--- src/rtl/pitch_ratio_sequencer.sv ---
// pitch_ratio_sequencer: clamps the per-frame semitone shift, looks up 2^(k/12) in Q2.14
// and slews the applied ratio toward it, offering each new ratio over valid/ready.
module pitch_ratio_sequencer #(
    parameter int unsigned MAX_STEP = 512
) (
    input  logic        clk,
    input  logic        reset,
    input  logic [7:0]  shift_amt,
    input  logic        frame_start,
    output logic [15:0] ratio,
    output logic        ratio_valid,
    input  logic        ratio_ready,
    output logic        clamped,
    output logic        frame_overrun
);
    typedef enum logic [1:0] {IDLE, LOOKUP, UPDATE, PRESENT} state_t;
    localparam logic [16:0] STEP = 17'(MAX_STEP);
    state_t state, state_nx;
    logic [4:0] k, k_nx, idx;
    logic [15:0] target, rom_val, ratio_nx;
    logic signed [16:0] diff;
    logic [16:0] mag;
    logic accept, drop, load_target, load_ratio, done, changed, out_of_range;
    always_ff @(posedge clk or negedge reset) begin
        if (!reset) state <= IDLE;
        else state <= state_nx;
    end
    always_comb begin
        state_nx = state == IDLE   ? (frame_start ? LOOKUP : IDLE) :
                   state == LOOKUP ? UPDATE :
                   state == UPDATE ? (changed ? PRESENT : IDLE) :
                                     (ratio_ready ? IDLE : PRESENT);
    end
    always_comb begin
        accept      = state == IDLE && frame_start;
        drop        = state != IDLE && frame_start;
        load_target = state == LOOKUP;
        load_ratio  = state == UPDATE;
        done        = state == PRESENT && ratio_ready;
    end
    // k is kept as 5-bit two's complement; adding 12 wraps -12..+12 onto 0..24
    always_comb begin
        out_of_range = $signed(shift_amt) > 8'sd12 || $signed(shift_amt) < -8'sd12;
        k_nx = $signed(shift_amt) > 8'sd12 ? 5'd12 :
               $signed(shift_amt) < -8'sd12 ? 5'd20 : shift_amt[4:0];
        idx = k + 5'd12;
    end
    always_comb begin
        rom_val = 16'd16384;
        case (idx)
            5'd0:  rom_val = 16'd8192;
            5'd1:  rom_val = 16'd8679;
            5'd2:  rom_val = 16'd9195;
            5'd3:  rom_val = 16'd9742;
            5'd4:  rom_val = 16'd10321;
            5'd5:  rom_val = 16'd10935;
            5'd6:  rom_val = 16'd11585;
            5'd7:  rom_val = 16'd12274;
            5'd8:  rom_val = 16'd13004;
            5'd9:  rom_val = 16'd13777;
            5'd10: rom_val = 16'd14596;
            5'd11: rom_val = 16'd15464;
            5'd12: rom_val = 16'd16384;
            5'd13: rom_val = 16'd17358;
            5'd14: rom_val = 16'd18390;
            5'd15: rom_val = 16'd19484;
            5'd16: rom_val = 16'd20643;
            5'd17: rom_val = 16'd21870;
            5'd18: rom_val = 16'd23170;
            5'd19: rom_val = 16'd24548;
            5'd20: rom_val = 16'd26008;
            5'd21: rom_val = 16'd27554;
            5'd22: rom_val = 16'd29193;
            5'd23: rom_val = 16'd30929;
            5'd24: rom_val = 16'd32768;
            default: rom_val = 16'd16384;
        endcase
    end
    // the step never crosses target, so 16-bit add/subtract cannot wrap
    always_comb begin
        diff     = $signed({1'b0, target}) - $signed({1'b0, ratio});
        mag      = diff[16] ? $unsigned(-diff) : $unsigned(diff);
        ratio_nx = mag <= STEP ? target :
                   diff[16] ? ratio - STEP[15:0] : ratio + STEP[15:0];
        changed  = ratio_nx != ratio;
    end
    always_ff @(posedge clk or negedge reset) begin
        if (!reset) begin
            k             <= 5'd0;
            target        <= 16'd16384;
            ratio         <= 16'd16384;
            ratio_valid   <= 1'b0;
            clamped       <= 1'b0;
            frame_overrun <= 1'b0;
        end else begin
            if (accept) k <= k_nx;
            if (accept) clamped <= out_of_range;
            if (drop) frame_overrun <= 1'b1;
            if (load_target) target <= rom_val;
            if (load_ratio) ratio <= ratio_nx;
            if (load_ratio && changed) ratio_valid <= 1'b1;
            else if (done) ratio_valid <= 1'b0;
        end
    end
endmodule
--- config.mk ---
export PLATFORM = sky130hd
export DESIGN_NAME = pitch_ratio_sequencer
export DESIGN_NICKNAME = d
export VERILOG_FILES = /design/src/rtl/pitch_ratio_sequencer.sv
export SDC_FILE = /design/constraint.sdc
export NUM_CORES = 1
export LEC_CHECK = 0
export BUFFER_PORTS_ARGS = -buffer_cell sky130_fd_sc_hd__buf_2
export CORE_ASPECT_RATIO = 1.25
export CORE_MARGIN = 4
export CORE_UTILIZATION = 56
export CTS_CLUSTER_SIZE = 12
export DETAILED_ROUTE_END_ITERATION = 10
export PLACE_DENSITY = 0.78
export SYNTH_ARGS = -nofsm -noshare
export SYNTH_HDL_FRONTEND = slang
export SYNTH_SLANG_ARGS = --single-unit
--- constraint.sdc ---
create_clock -name clk -period 4.2 [get_ports clk]
set_clock_uncertainty 0.2 [all_clocks]
set_input_delay 0.21 -clock clk [delete_from_list [all_inputs] [get_ports clk]]
set_output_delay 0.21 -clock clk [all_outputs]
set_load 0.02 [all_outputs]
==> metrics.txt, run 1 <==
Num Clock Sinks=42; max-slew violations=0; fin crit period=4.19 ns; # Max-Cap Violations=0; Ports=31; R2R Setup Slk=0.01 ns; CP Depth=15; Final Hold Fails=0; CP cell instances=ha_4 -> fa_2 -> buf_6 -> nand2b_4 -> a21oi_4 -> xor2_4 -> nor4_4 -> nand3b_1 -> or3_4 -> o31ai_4 -> a21oi_2 -> or3_4 -> nor3_4 -> clkbuf_16 -> mux2_4; Worst path max stage delay=0.43 ns; Setup Crit Path Kind=flip-flop to flip-flop; critical path buffer and inverter count=2; RSZ-0062 raised after global routing=true; Post-DRT Antenna Nets=0; final net count=between 500 and 600; DRT iter0 DRCs=183; Initial DRT Pass Iterations=5; worst endpoint required time=4.19 ns; async set or reset register ratio after synthesis=100%; drt drc=0; Chip Height=104 um; Worst R2R Path Depth=15; reg2reg end=ratio[4]; worst hold path startpoint=shift_amt[6]; HPWL after detailed placement=7880 um; relative slew slack=around two fifths; top_reg_cell synth=dfrtp_1; CP Capture Point=ratio[4]; Mapped Cells=between 500 and 600; synth unique cells=76; crit share post-route=99.7%; global-route wire length before repair=roughly 17000 um; share of cells above drive strength 1=roughly 25%; drt wl/cell=16.8 um; routed vias=3945; CTS root buf=clkbuf_8; # setup viols final=0; Peak Freq=0.239 GHz; status=complete, no violations; syn_area_per_cell=8.27 um^2; crit path max-delay cell type=dfrtp_2; CP startpoint kind=flip-flop; Seq/Total Area, Yosys=between 20% and 30%; Synth area leader=dfrtp_1; PortBufs=30; Vias/cell=6.14; die area=~9000 um^2; CTS H-tree lvls=2; CP delay by family, top=simple AND/OR/NAND/NOR gates; Area contributors post-synth=dfrtp_1 24%, ha_1 9.1%, nand2_1 5.6%, xor2_1 5.3%, o21ai_0 4.6%; Clock Latency Late Sink=about 0.3 ns; Worst setup startpoint=ratio[0]; number of synthesized flops with an enable pin=0; CP arrival=4.17 ns; worst min-delay path category=primary input to flip-flop; most repeated library cell on the critical path=or3_4; Synth warnings=0; Yosys top cell area share=24.1%; largest net degree at the start of global routing=43; Clock Path Buffers=2; P&R area growth vs syn=18.8%; number of synthesized register bits=42; n_diodes=0; final wirelength=10800 um; Starting Density=58.7%; Worst Tran Pin Value=0.921 ns; total CTS buffers=5; TritonCTS clock tree=done; syn_nets=around 550; antenna violations before repair=0; Placeable Area=7060 um^2; All-Layer GR Usage=23.5%; Syn Std Cell Area=between 4000 and 5000 um^2; grt ovf=0; vias in the first global route=3688; Die Wd=~85 um; Final Wtd Congestion=0.900; Worst setup EP type=flip-flop; worst r2r src=ratio[0]; Rows=34; CTS clk-pin slew, worst paths=around 0.080 ns; end-of-flow core utilization=69.8%; Max FO, Critical Path=4
## cell type report
class                           count  area, um^2
Multi-Input combinational cell    408        3100
Fill cell                         555        2140
Sequential cell                    42        1050
Timing Repair Buffer               65         462
Inverter                           30         113
Tap cell                           90         113
Clock buffer                        6        72.6
Clock inverter                      2        10.0
## stage by stage
stage | cell area (um^2) | TNS [ns] | std cells | hold WS [ns] | setup slack, ns
detailed placement | 4440 | -0.363 | 616 | 0.200 | -0.0521
floorplan | 4160 | 0 | 501 | -0.286 | 0.0302
CTS | 4600 | 0 | 630 | 0.0274 | 0.00971
global route | 4930 | -0.835 | 643 | 0.0655 | -0.115
finish | 4930 | 0 | 643 | 0.0290 | 0.0105
global placement | 4440 | 0 | 616 | 0.197 | 0.107
## worst reg2reg max path: stages (launching register included)
cell	delay (ns)
dfrtp_2	0.43
ha_4	0.17
fa_2	0.34
buf_6	0.13
nand2b_4	0.15
a21oi_4	0.21
xor2_4	0.13
nor4_4	0.30
nand3b_1	0.20
or3_4	0.39
o31ai_4	0.19
a21oi_2	0.09
or3_4	0.40
nor3_4	0.24
clkbuf_16	0.21
mux2_4	0.30
## registers in the layout, indices dropped and copies added (netlist names)
name           count
ratio_valid        1
ratio             16
k                  5
state              2
target            16
clamped            1
frame_overrun      1
## cells in the mapped netlist (3+ instances only)
cell      count
o21bai_1      3
nor2_1       39
nand2_1      62
nand4_1       4
buf_6         4
o21ai_0      38
a22oi_1       6
or3_1         6
o211a_1       3
a221oi_1      3
mux2_4        8
nor4_1        6
a31oi_1      11
dfrtp_1      40
nand3_1       8
a21o_1        8
ha_1         30
a21oi_1      31
a211oi_2      3
a211oi_1      6
o31ai_1       7
o211ai_1      4
o221ai_1      5
xnor2_1      11
nor3_1        9
inv_1        29
and3_1        3
o22ai_1       7
xor2_1       25
clkbuf_1     14
mux2i_1       6
nand2b_1      6
## placed cells by master (no fill, tap or decap), types with 4 or more instances in the layout
cell,instances
a211oi_1,4
a211oi_2,4
a21o_1,8
a21oi_1,26
a21oi_2,4
a22oi_1,6
a31oi_1,11
buf_2,30
buf_4,26
clkbuf_8,5
dfrtp_1,39
dlygate4sd3_1,6
ha_1,23
ha_2,6
inv_1,28
mux2_4,8
mux2i_1,6
nand2_1,61
nand2b_1,5
nand3_1,8
nand4_1,4
nor2_1,38
nor3_1,8
nor4_1,5
o211ai_1,4
o21ai_0,38
o221ai_1,5
o22ai_1,7
o31ai_1,6
or3_1,4
xnor2_1,10
xor2_1,24
## kinds of logic (layout without fill, tap and decap cells)
family / Yosys count / in the layout / share of synthesized area (%)
xor+xnor: 38 / 38 / 8.39
flops: 42 / 42 / 25.4
buf+inv: 51 / 103 / 5.46
mux: 16 / 16 / 4.89
compound gates: 158 / 158 / 26.2
fa+ha+maj: 32 / 32 / 10.0
simple gates: 164 / 164 / 19.6
## per-layer routing
| metal | up-vias | wire, um | GRT usage [%] |
|---|---|---|---|
| met3 | 23 | 408 | 3.17 |
| met4 | 0 | 257 | 7.13 |
| met5 | - | 0 | 0 |
| met1 | 1886 | 4400 | 29.0 |
| li1 | 1921 | - | - |
| met2 | 115 | 5740 | 41.6 |
## how the worst min path moves through the flow
stage	end	slack, ns	cells after the start
after floorplan	clamped	-0.29	0
after global routing	k[2]	0.07	3
after CTS	k[3]	0.03	3
after detailed placement	target[5]	0.20	1
final	k[3]	0.03	3
after global placement	target[5]	0.20	1
## timing repair
item / in CTS / in global routing
endpoints found under the hold margin: 45 / 0
resized for setup: 3 / 40
pin swaps: 0 / 13
gates cloned: 0 / 1
buffers inserted: 0 / 12
endpoints found under the setup margin: 11 / 19
hold buffers: 6 / 0
Power of run 1 is not shown: default switching activity piles up to over one toggle a cycle in this logic, so the estimate is an artifact.
==> run 2, diff against run 1 <==
CORE_UTILIZATION = 62   (was 56)
PLACE_DENSITY = 0.82   (was 0.78)
clock period = 4.1 ns   (was 4.2 ns; I/O delays follow)
==> run 2 against run 1 <==
  * Critical path depth unchanged
  * Critical path type unchanged
  * Final cell count up 0.47%
  * Maximum frequency up 4.2%
  * Clock-buffer cell count down 1
  * Core utilization up 5.8 points
  * Critical endpoint is now ratio[0]
  * First-iteration DRC count down 8.7%
==> metrics.txt, run 2 (same netlist as run 1, synthesis figures left out) <==
status=complete, no violations; total CTS buffers=5 (unchanged); CTS H-tree lvls=2 (unchanged); Starting Density=63.5% (+4.8 points); Num Clock Sinks=42 (unchanged); Top Registers=ratio x16, target x16, k x5; fin worst setup slack=0.0791 ns (+0.0685 ns); worst min-delay path category=primary input to flip-flop; Final Hold Fails=0 (unchanged); Setup Crit Path Kind=flip-flop to flip-flop; CTS root buf=clkbuf_8; Place WS=-0.0777 ns (-0.0255 ns); fin crit period=4.02 ns (-0.169 ns); Worst setup EP type=flip-flop; P&R area growth vs syn=18.9% (about the same); Worst R2R Path Depth=15 (unchanged); Clock Latency Late Sink=0.30 ns (about the same); Post-DRT Antenna Nets=0 (unchanged); relative slew slack=36.5% (-2.1 points); DRT iter0 DRCs=167 (-8.7%); area occupied by multi-input gates=3020 um^2 (-2.8%); All-Layer GR Usage=27.1% (+3.7 points); highest metal used=met4; drt drc=0 (unchanged); share of cells above drive strength 1=24.0% (-0.80 points); drt wl/cell=16.3 um (-3.2%); routed vias=4033 (+2.2%); most frequent cells in the layout=61 x nand2_1, 39 x nor2_1, 38 x dfrtp_1; max-slew violations=0 (unchanged); Ports=31 (unchanged); HPWL after detailed placement=7800 um (-1.1%); hold path depth=3 (unchanged); CP arrival=4.00 ns (-0.17 ns); Clock Path Buffers=2 (unchanged); Initial DRT Pass Iterations=5 (unchanged); Vias/cell=6.24 (+1.8%); antenna violations before repair=0 (unchanged); crit share post-route=98.1% (-1.7 points); wire length on met3=447 um (+9.6%); fill cell count=496 (-11%); PortBufs=30 (unchanged); Chip Height=99.4 um (-4.6%); CTS clk-pin slew, worst paths=0.09 ns (about the same); RSZ-0062 raised after global routing=true; final net count=602 (+1.0%); largest net degree at the start of global routing=43 (unchanged); Die Wd=81.1 um (-4.5%); # Max-Cap Violations=0 (unchanged); final hold slack=0.0131 ns (-0.0159 ns); grt ovf=0 (unchanged); Rows=33 (-2.9%); CP startpoint kind=flip-flop; Final Wtd Congestion=0.935 (+3.9%); # setup viols final=0 (unchanged); TritonCTS clock tree=done; final wirelength=10500 um (-2.7%); global-route wire length before repair=17600 um (+1.2%); vias in the first global route=3797 (+3.0%); n_diodes=0 (unchanged); worst endpoint required time=4.08 ns (-0.11 ns); Met2 Wirelength=5540 um (-3.6%); met1 WL=4260 um (-3.2%); leading cell type in the layout, fill and taps excluded=nand2_1; FF+latch area=1060 um^2 (+0.12%); Peak Freq=0.249 GHz (+4.2%); Placeable Area=6520 um^2 (-7.6%); die area=8070 um^2 (-8.9%); Worst Tran Pin Value=0.953 ns (+0.0320 ns); Max FO, Critical Path=9 (+5)
==> run 2: changes by cell type in the layout (fill, tap and decap cells not counted), moves of 2 or more <==
cell,before,now
clkinv_2,2,0
ha_2,6,3
buf_4,26,33
o21ai_1,1,3
ha_1,23,27
bufinv_16,0,2
==> run 2: per-layer routing <==
metal / vias to the layer above / global-route usage (%)
met5: - / 0
met4: 0 / 9.10
met3: 30 / 2.54
met2: 155 / 48.7
met1: 1914 / 33.5
li1: 1934 / -
==> run 2: final cells by class <==
| class | instances | area share [%] |
|---|---|---|
| well taps | 87 | 2.21 |
| clock buffers | 5 | 1.40 |
| clock inverters | 3 | 1.40 |
| flip-flops and latches | 42 | 21.4 |
| inverters | 30 | 2.28 |
| repair buffers | 71 | 10.1 |
| multi-input cells | 408 | 61.2 |
==> run 2: path summary, 6_finish.rpt <==
check,from,endpoint,slack [ns]
min,shift_amt[2],k[2],0.01
max in group asynchronous,reset,ratio[0],2.72
min reg2reg,frame_overrun,frame_overrun,0.27
min in group asynchronous,reset,k[0],0.37
max reg2reg,target[0],ratio[0],0.08
max,target[0],ratio[0],0.08
==> run 2: critical path, stage by stage (launching register included) <==
cell      delay [ns]
dfrtp_1         0.38
inv_1           0.10
ha_2            0.19
fa_2            0.45
ha_1            0.22
or2_2           0.29
a21oi_1         0.14
nand4_1         0.13
o22ai_1         0.16
nand2_1         0.08
nor4_2          0.28
o221ai_1        0.18
or3_4           0.44
nor3_4          0.21
buf_12          0.16
mux2_4          0.29
==> run 2: what timing repair did <==
action | CTS | global route
setup buffers | 1 | 5
hold buffers | 6 | 0
pin swaps | 2 | 9
gates resized for setup | 5 | 21
hold endpoints to repair | 45 | 0
setup endpoints to repair | 15 | 18
==> run 2: stage by stage <==
step	std cells	utilization (%)	setup TNS, ns	instance area (um^2)
6_report	646	75.5	0	4930
5_1_grt	646	75.5	-1.38	4930
4_1_cts	641	73.1	0	4770
3_5_place_dp	626	69.6	-0.330	4540
3_3_place_gp	626	69.6	0	4540
2_1_floorplan	501	-	0	4160
Power of run 2 is left out for the same reason.
